### config.mk
export PLATFORM = sky130hd
export DESIGN_NAME = mem_axi_bridge
export DESIGN_NICKNAME = d
export VERILOG_FILES = /design/src/rtl/mem_axi_bridge.sv
export SDC_FILE = /design/constraint.sdc
export NUM_CORES = 1
export LEC_CHECK = 0
export ABC_AREA = 1
export CAP_MARGIN = 40
export CORE_AREA = 2 2 204 206
export DETAILED_ROUTE_END_ITERATION = 8
export DIE_AREA = 0 0 206 208
export PLACE_DENSITY = 0.4
export REMOVE_ABC_BUFFERS = 1
export SYNTH_ARGS = -nofsm -noshare
export SYNTH_HDL_FRONTEND = slang
export SYNTH_SLANG_ARGS = --single-unit
export TNS_END_PERCENT = 50
### constraint.sdc
create_clock -name host_clk -period 4.2 [get_ports host_clk]
set_clock_uncertainty 0.2 [all_clocks]
set_input_delay 0.84 -clock host_clk [delete_from_list [all_inputs] [get_ports host_clk]]
set_output_delay 0.84 -clock host_clk [all_outputs]
set_load 0.01 [all_outputs]
### src/rtl/mem_axi_bridge.sv
// Bridges the core's memory command/data/response channels onto one AXI HP port.
// Each command is one 8-beat x 64-bit burst; reads are paired into 128-bit responses.
module mem_axi_bridge #(
    parameter logic [3:0]  ADDR_BASE  = 4'h1,
    parameter int unsigned MAX_WR_OUT = 4
) (
    input  logic         host_clk,
    input  logic         reset,

    input  logic         mem_req_cmd_valid,
    output logic         mem_req_cmd_ready,
    input  logic [25:0]  mem_req_cmd_addr,
    input  logic [4:0]   mem_req_cmd_tag,
    input  logic         mem_req_cmd_rw,

    input  logic         mem_req_data_valid,
    output logic         mem_req_data_ready,
    input  logic [127:0] mem_req_data_bits,

    output logic         mem_resp_valid,
    input  logic         mem_resp_ready,
    output logic [127:0] mem_resp_data,
    output logic [4:0]   mem_resp_tag,

    output logic         axi_awvalid,
    input  logic         axi_awready,
    output logic [31:0]  axi_awaddr,
    output logic [5:0]   axi_awid,

    output logic         axi_wvalid,
    input  logic         axi_wready,
    output logic [63:0]  axi_wdata,
    output logic         axi_wlast,
    input  logic         axi_bvalid,
    output logic         axi_bready,

    output logic         axi_arvalid,
    input  logic         axi_arready,
    output logic [31:0]  axi_araddr,
    output logic [5:0]   axi_arid,
    input  logic         axi_rvalid,
    output logic         axi_rready,
    input  logic [63:0]  axi_rdata,
    input  logic [5:0]   axi_rid,
    input  logic         axi_rlast
);

    localparam logic [3:0] MaxWrOut = 4'(MAX_WR_OUT);

    typedef enum logic [1:0] {StIdle, StRdAddr, StWrAddr, StWrData} state_e;

    state_e      state_q;
    logic [2:0]  beat_q;
    logic [3:0]  wr_out_q;
    logic        half_q;
    logic [63:0] buffer_q;

    logic st_rd, st_wa, st_wd;
    logic aw_hs, w_hs, b_dec;
    logic unused_bits;

    // Outputs are gated by reset so nothing leaks out before the first reset edge.
    assign st_rd = (state_q == StRdAddr) && !reset;
    assign st_wa = (state_q == StWrAddr) && !reset;
    assign st_wd = (state_q == StWrData) && !reset;

    assign axi_araddr  = {ADDR_BASE, mem_req_cmd_addr[21:0], 6'b0};
    assign axi_awaddr  = {ADDR_BASE, mem_req_cmd_addr[21:0], 6'b0};
    assign axi_arid    = {1'b0, mem_req_cmd_tag};
    assign axi_awid    = 6'd0;
    assign axi_arvalid = st_rd;
    assign axi_awvalid = st_wa;
    assign mem_req_cmd_ready = (st_rd && axi_arready) || (st_wa && axi_awready);

    assign axi_wvalid  = st_wd && mem_req_data_valid;
    assign axi_wdata   = beat_q[0] ? mem_req_data_bits[127:64] : mem_req_data_bits[63:0];
    assign axi_wlast   = st_wd && (beat_q == 3'd7);
    assign mem_req_data_ready = st_wd && beat_q[0] && axi_wready;
    assign axi_bready  = 1'b1;

    assign aw_hs = axi_awvalid && axi_awready;
    assign w_hs  = axi_wvalid && axi_wready;
    // A B response with nothing outstanding is ignored unless it pairs with a new AW.
    assign b_dec = axi_bvalid && ((wr_out_q != 4'd0) || aw_hs);

    // Read path: first beat of each pair is buffered, second beat passes straight through.
    assign axi_rready     = reset || !half_q || mem_resp_ready;
    assign mem_resp_valid = !reset && half_q && axi_rvalid;
    assign mem_resp_data  = {axi_rdata, buffer_q};
    assign mem_resp_tag   = axi_rid[4:0];

    assign unused_bits = ^{mem_req_cmd_addr[25:22], axi_rid[5], axi_rlast};

    always_ff @(posedge host_clk) begin
        if (reset) begin
            state_q  <= StIdle;
            beat_q   <= 3'd0;
            wr_out_q <= 4'd0;
            half_q   <= 1'b0;
            buffer_q <= 64'd0;
        end else begin
            unique case (state_q)
                StIdle: begin
                    if (mem_req_cmd_valid && !mem_req_cmd_rw) begin
                        state_q <= StRdAddr;
                    end else if (mem_req_cmd_valid && mem_req_cmd_rw && mem_req_data_valid &&
                                 (wr_out_q < MaxWrOut)) begin
                        state_q <= StWrAddr;
                    end
                end
                StRdAddr: if (axi_arready) state_q <= StIdle;
                StWrAddr: if (axi_awready) state_q <= StWrData;
                StWrData: begin
                    if (w_hs) begin
                        beat_q <= beat_q + 3'd1;
                        if (beat_q == 3'd7) state_q <= StIdle;
                    end
                end
                default: state_q <= StIdle;
            endcase

            if (aw_hs && !b_dec && (wr_out_q < MaxWrOut)) begin
                wr_out_q <= wr_out_q + 4'd1;
            end else if (b_dec && !aw_hs) begin
                wr_out_q <= wr_out_q - 4'd1;
            end

            if (!half_q && axi_rvalid) begin
                buffer_q <= axi_rdata;
                half_q   <= 1'b1;
            end else if (half_q && axi_rvalid && mem_resp_ready) begin
                half_q <= 1'b0;
            end
        end
    end

endmodule

Yosys cells after proc, flatten, opt, wreduce, memory -nomap -nowiden
Index checks and enable logic that the tools add are counted.

word-level totals
  flip-flop bits (word level) = 74
  latch bits = 0
  bits in writable memories = 0
  bits in read-only memories = 0
  input port bits = 241
  output and inout port bits = 282
  memories = 0

operators by class
  $add $sub $neg = 3
  multipliers = 0
  div/mod/pow operators = 0
  magnitude comparators = 1
  equal/unequal tests = 9
  shifts and indexed selects = 0
  multiplexer cells = 12
  bitwise gates (word level) = 0
  reductions and logical operators = 38

operator list
  operator             count
  $mux 64              1
  $logic_and 1x1->1    23
  $mux 2               6
  $mux 4               2
  $pmux 2 s4           1
  $ne 2x2->1 const B   3
  $logic_not 1->1      5
  $reduce_and 5->1     1
  $add 4x1->4 const B  1
  $eq 2x2->1 const B   2
  $logic_or 1x1->1     4
  $lt 4x3->1 const B   1
  $reduce_bool 2->1    2
  $reduce_bool 4->1    1
  $sub 4x1->4 const B  1
  $add 3x1->3 const B  1
  $eq 3x3->1 const B   1
  $ne 3x3->1 const B   1
  $eq 2x1->1 const B   1
  $logic_not 2->1      1
  $mux 1               2
  $ne 2x1->1 const B   1
  $reduce_and 2->1     1

Longest topological paths before layout
  word-level depth = 9
  mapped depth = 10
  gate-level depth less buffers = 10

Worst setup path after synthesis
Ideal clock, no wire load.

  path kind = input-to-output
  from = in reset
  to = out axi_rready
  arrival time = 1.445 ns
  data required time = 3.160 ns
  setup slack = 1.715 ns
  stages on the path = 4
  cells stage by stage = inv_2 buf_4 nand2_1 or2_2

between the ends
  cells in the longest elaborated chain, start to end = 2

RTL lines
  item                           RTL line  source
  start: declaration             8         input logic reset,
  $logic_or 1x1->1 (2 in a row)  87        assign axi_rready = reset || !half_q || mem_resp_ready;
  end: declaration               42        output logic axi_rready,

No other way between the ends.

Worst setup path in the final report
  from = in reset
  to = out mem_req_cmd_ready

between the ends
  cells in the longest elaborated chain, start to end = 4
  elaborated cells between the ends (all ways) = 6

RTL lines
  item                                  RTL line  source
  $logic_not 1->1 *                     63, 64
  $logic_and 1x1->1 (on tied branches)  63, 64
  $logic_and 1x1->1                     73        assign mem_req_cmd_ready = (st_rd && axi_arready) || (st_wa && axi_awready);
  $logic_or 1x1->1 *                    73
  end: declaration                      11        output logic mem_req_cmd_ready,

Every way passes the cells marked *; elsewhere a longest branch is shown, timed or not.

==> results.json <==
{
  "critPathTopFamily": "buffers and inverters",
  "tns_ps": 0,
  "die_w_um": 206,
  "setup_viol": 0,
  "postSynthAreaPerCell_um2": 6.57,
  "ys_ff_latch": 74,
  "synth_top_area_cell": "dfxtp_1",
  "p_leak_nw": 3.63,
  "cap_violations": 0,
  "n_antenna_cell": 0,
  "crit_type": "in2out",
  "synth_cell_types": 34,
  "die_area_um2": 42800,
  "wire_per_inst_um": 15.3,
  "fin_nets": 1245,
  "critPathCaptureType": "output port",
  "track_usage_pct": 10.2,
  "worstPathArrival_ps": 2610,
  "yosys-top-cells-area": "dfxtp_1 31%, buf_4 23%, nand2_1 16%, nor2_1 11%, o21ai_0 7.0%",
  "synthToLayoutAreaGrowth_pct": 80.0,
  "ir_worst_vdd_mv": 0.139,
  "synth_flop_cell": "dfxtp_1",
  "layout-drive-gt1-share_pct": 4.48,
  "core_area_um2": 40600,
  "initial_core_util_pct": 11.9,
  "port_buffers": 402,
  "numCtsBuffers": 9,
  "crit_chain": "clkdlybuf4s50_1 -> inv_2 -> nand4_1 -> nand2_1 -> clkdlybuf4s50_1",
  "vias": 5262,
  "grt_max_degree": 66,
  "path_max_fanout": 13,
  "postCtsSetupRepairBufs": 0,
  "drt_pass1_iterations": 4,
  "p_total_mw": 2.62,
  "root_buffer": "clkbuf_16",
  "fmax_mhz": 274,
  "synth-edff-count": 0,
  "drtIter0Drc": 253,
  "worstSetupStartpointType": "primary input",
  "yosys_warnings": 0,
  "avgViaCountPerCell": 3.43,
  "outcome": "completed",
  "drv_slew": 0,
  "clk_latency_ps": 350,
  "synth_common_cells": "201 x nand2_1, 148 x buf_4, 146 x nor2_1, 74 x dfxtp_1, 68 x o21ai_0",
  "first_global_vias": 5157,
  "antenna_left": 0,
  "async_reset_ff_share_pct": 0,
  "crit_path_max_incr_delay_ps": 550,
  "rsz0062_at_grt": "no",
  "hold_violations": 0,
  "clock-sinks": 74,
  "cts-resized-gates": 0,
  "worst_path_max_delay_cell": "clkdlybuf4s50_1",
  "cts_buffer_depth": 2,
  "p_per_area_nw_per_um2": 302,
  "dp_hpwl_mm": 18.5,
  "gp_congestion": 0.731,
  "finalCritPeriodShare_pct": 86.8,
  "syn_inst": 736,
  "synth_most_common_cell": "nand2_1",
  "cts_tree": "yes",
  "crit_top_cell": "clkdlybuf4s50_1",
  "hold_class": "reg2reg",
  "hold_buffers": 0,
  "drc": 0,
  "ios": 523,
  "rows": 74,
  "netlist.area_leader.share_pct": 30.7,
  "period_needed_ps": 3650,
  "antenna_found_initial": 0,
  "clkTransAtPathRegs_ps": 70,
  "grt_first_pass_wirelength_mm": 32.5,
  "syn-cell-area_um2": 4830,
  "drt_wl_total_mm": 23.5,
  "cts.htree.levels": 3,
  "worstPathRequired_ps": 3160,
  "overflow": 0,
  "worst_pin_slew_ps": 711,
  "die_y_um": 208,
  "crit_buf_inv": 3,
  "seq_area_frac_synth_pct": 30.7,
  "slew_headroom_pct": 52.6
}
## cells in the final DEF, fill, tap and decap left out
cell type	n
clkdlybuf4s50_1	402
nand2_1	201
nor2_1	146
dfxtp_1	73
o21ai_0	68
conb_1	28
inv_1	13
clkbuf_16	9
buf_4	6
inv_2	5
a21oi_1	5
nand3_1	5
nor3_1	4
nand2_2	4
ha_1	4
inv_6	4
o21ai_1	3
nor2_4	2
nand2_4	2
inv_8	2
nand3_4	1
nor3_2	1
or2_2	1
clkinv_2	1
nand4_1	1
and2_1	1
nor2_2	1
nand4_4	1
o21ai_2	1
nor3b_1	1
a21o_1	1
a21oi_2	1
o21bai_1	1
xor2_1	1
fa_1	1
dfxtp_2	1
clkinv_4	1
buf_12	1
## cell type report
type | count | area (µm²)
clock inverters | 7 | 66.3
multi-input cells | 486 | 2100
inverters | 19 | 72.6
well taps | 532 | 666
flip-flops and latches | 74 | 1480
fillers | 4526 | 31900
repair buffers | 409 | 4090
clock buffers | 9 | 225
## report_power, final
part / total [mW] / switching [mW] / internal [mW]
logic: 0.975 / 0.446 / 0.529
clock network: 0.789 / 0.371 / 0.419
registers: 0.859 / 0.0725 / 0.787
## flip-flops by register name (all words and copies together), names as in the netlist
signal,cells
half_q,1
beat_q,3
state_q,2
wr_out_q,4
buffer_q,64
## path summary, 6_finish.rpt
kind               from                 to  slack, ps  cells past startpoint
max reg2reg  state_q[1]        wr_out_q[3]       2160                      9
min reg2reg   beat_q[1]          beat_q[1]        300                      2
min           beat_q[1]          beat_q[1]        300                      2
max               reset  mem_req_cmd_ready        550                      5
## layer usage
metal | vias to the layer above | wire, µm | GRT usage [%]
met5 | - | 44 | 0.806
met4 | 2 | 175 | 2.07
met3 | 15 | 3660 | 6.66
met2 | 369 | 10200 | 16.1
met1 | 2248 | 9350 | 11.5
li1 | 2628 | - | -
## worst min-delay path, stage by stage (launching register included)
cell and delay, ps:
dfxtp_1 330, nor2_1 50, nor2_1 90
## per-stage QoR
| stage | cell area (µm²) | setup slack (ps) | hold slack [ps] | instances | util, % |
|---|---|---|---|---|---|
| after global placement | 8410 | 481 | 273 | 1520 | 20.7 |
| after CTS | 8700 | 442 | 308 | 1536 | 21.4 |
| final | 8700 | 555 | 303 | 1536 | 21.4 |
| after detailed placement | 8410 | 453 | 293 | 1520 | 20.7 |
| after floorplan | 3640 | 284 | 258 | 579 | - |
| after global routing | 8700 | 389 | 333 | 1536 | 21.4 |
## cell families (layout without fill, tap and decap cells)
logic type / after synthesis / in the layout / share of synthesized area [%]
flip-flops: 74 / 74 / 30.7
XOR/XNOR: 1 / 1 / 0.181
AO/OA/AOI/OAI: 80 / 80 / 8.54
adder cells (fa/ha/maj): 5 / 5 / 1.45
buffers and inverters: 202 / 444 / 28.1
other: 2 / 28 / 0.155
AND/OR/NAND/NOR: 372 / 372 / 30.9
Power figures use the tool's default switching activity.
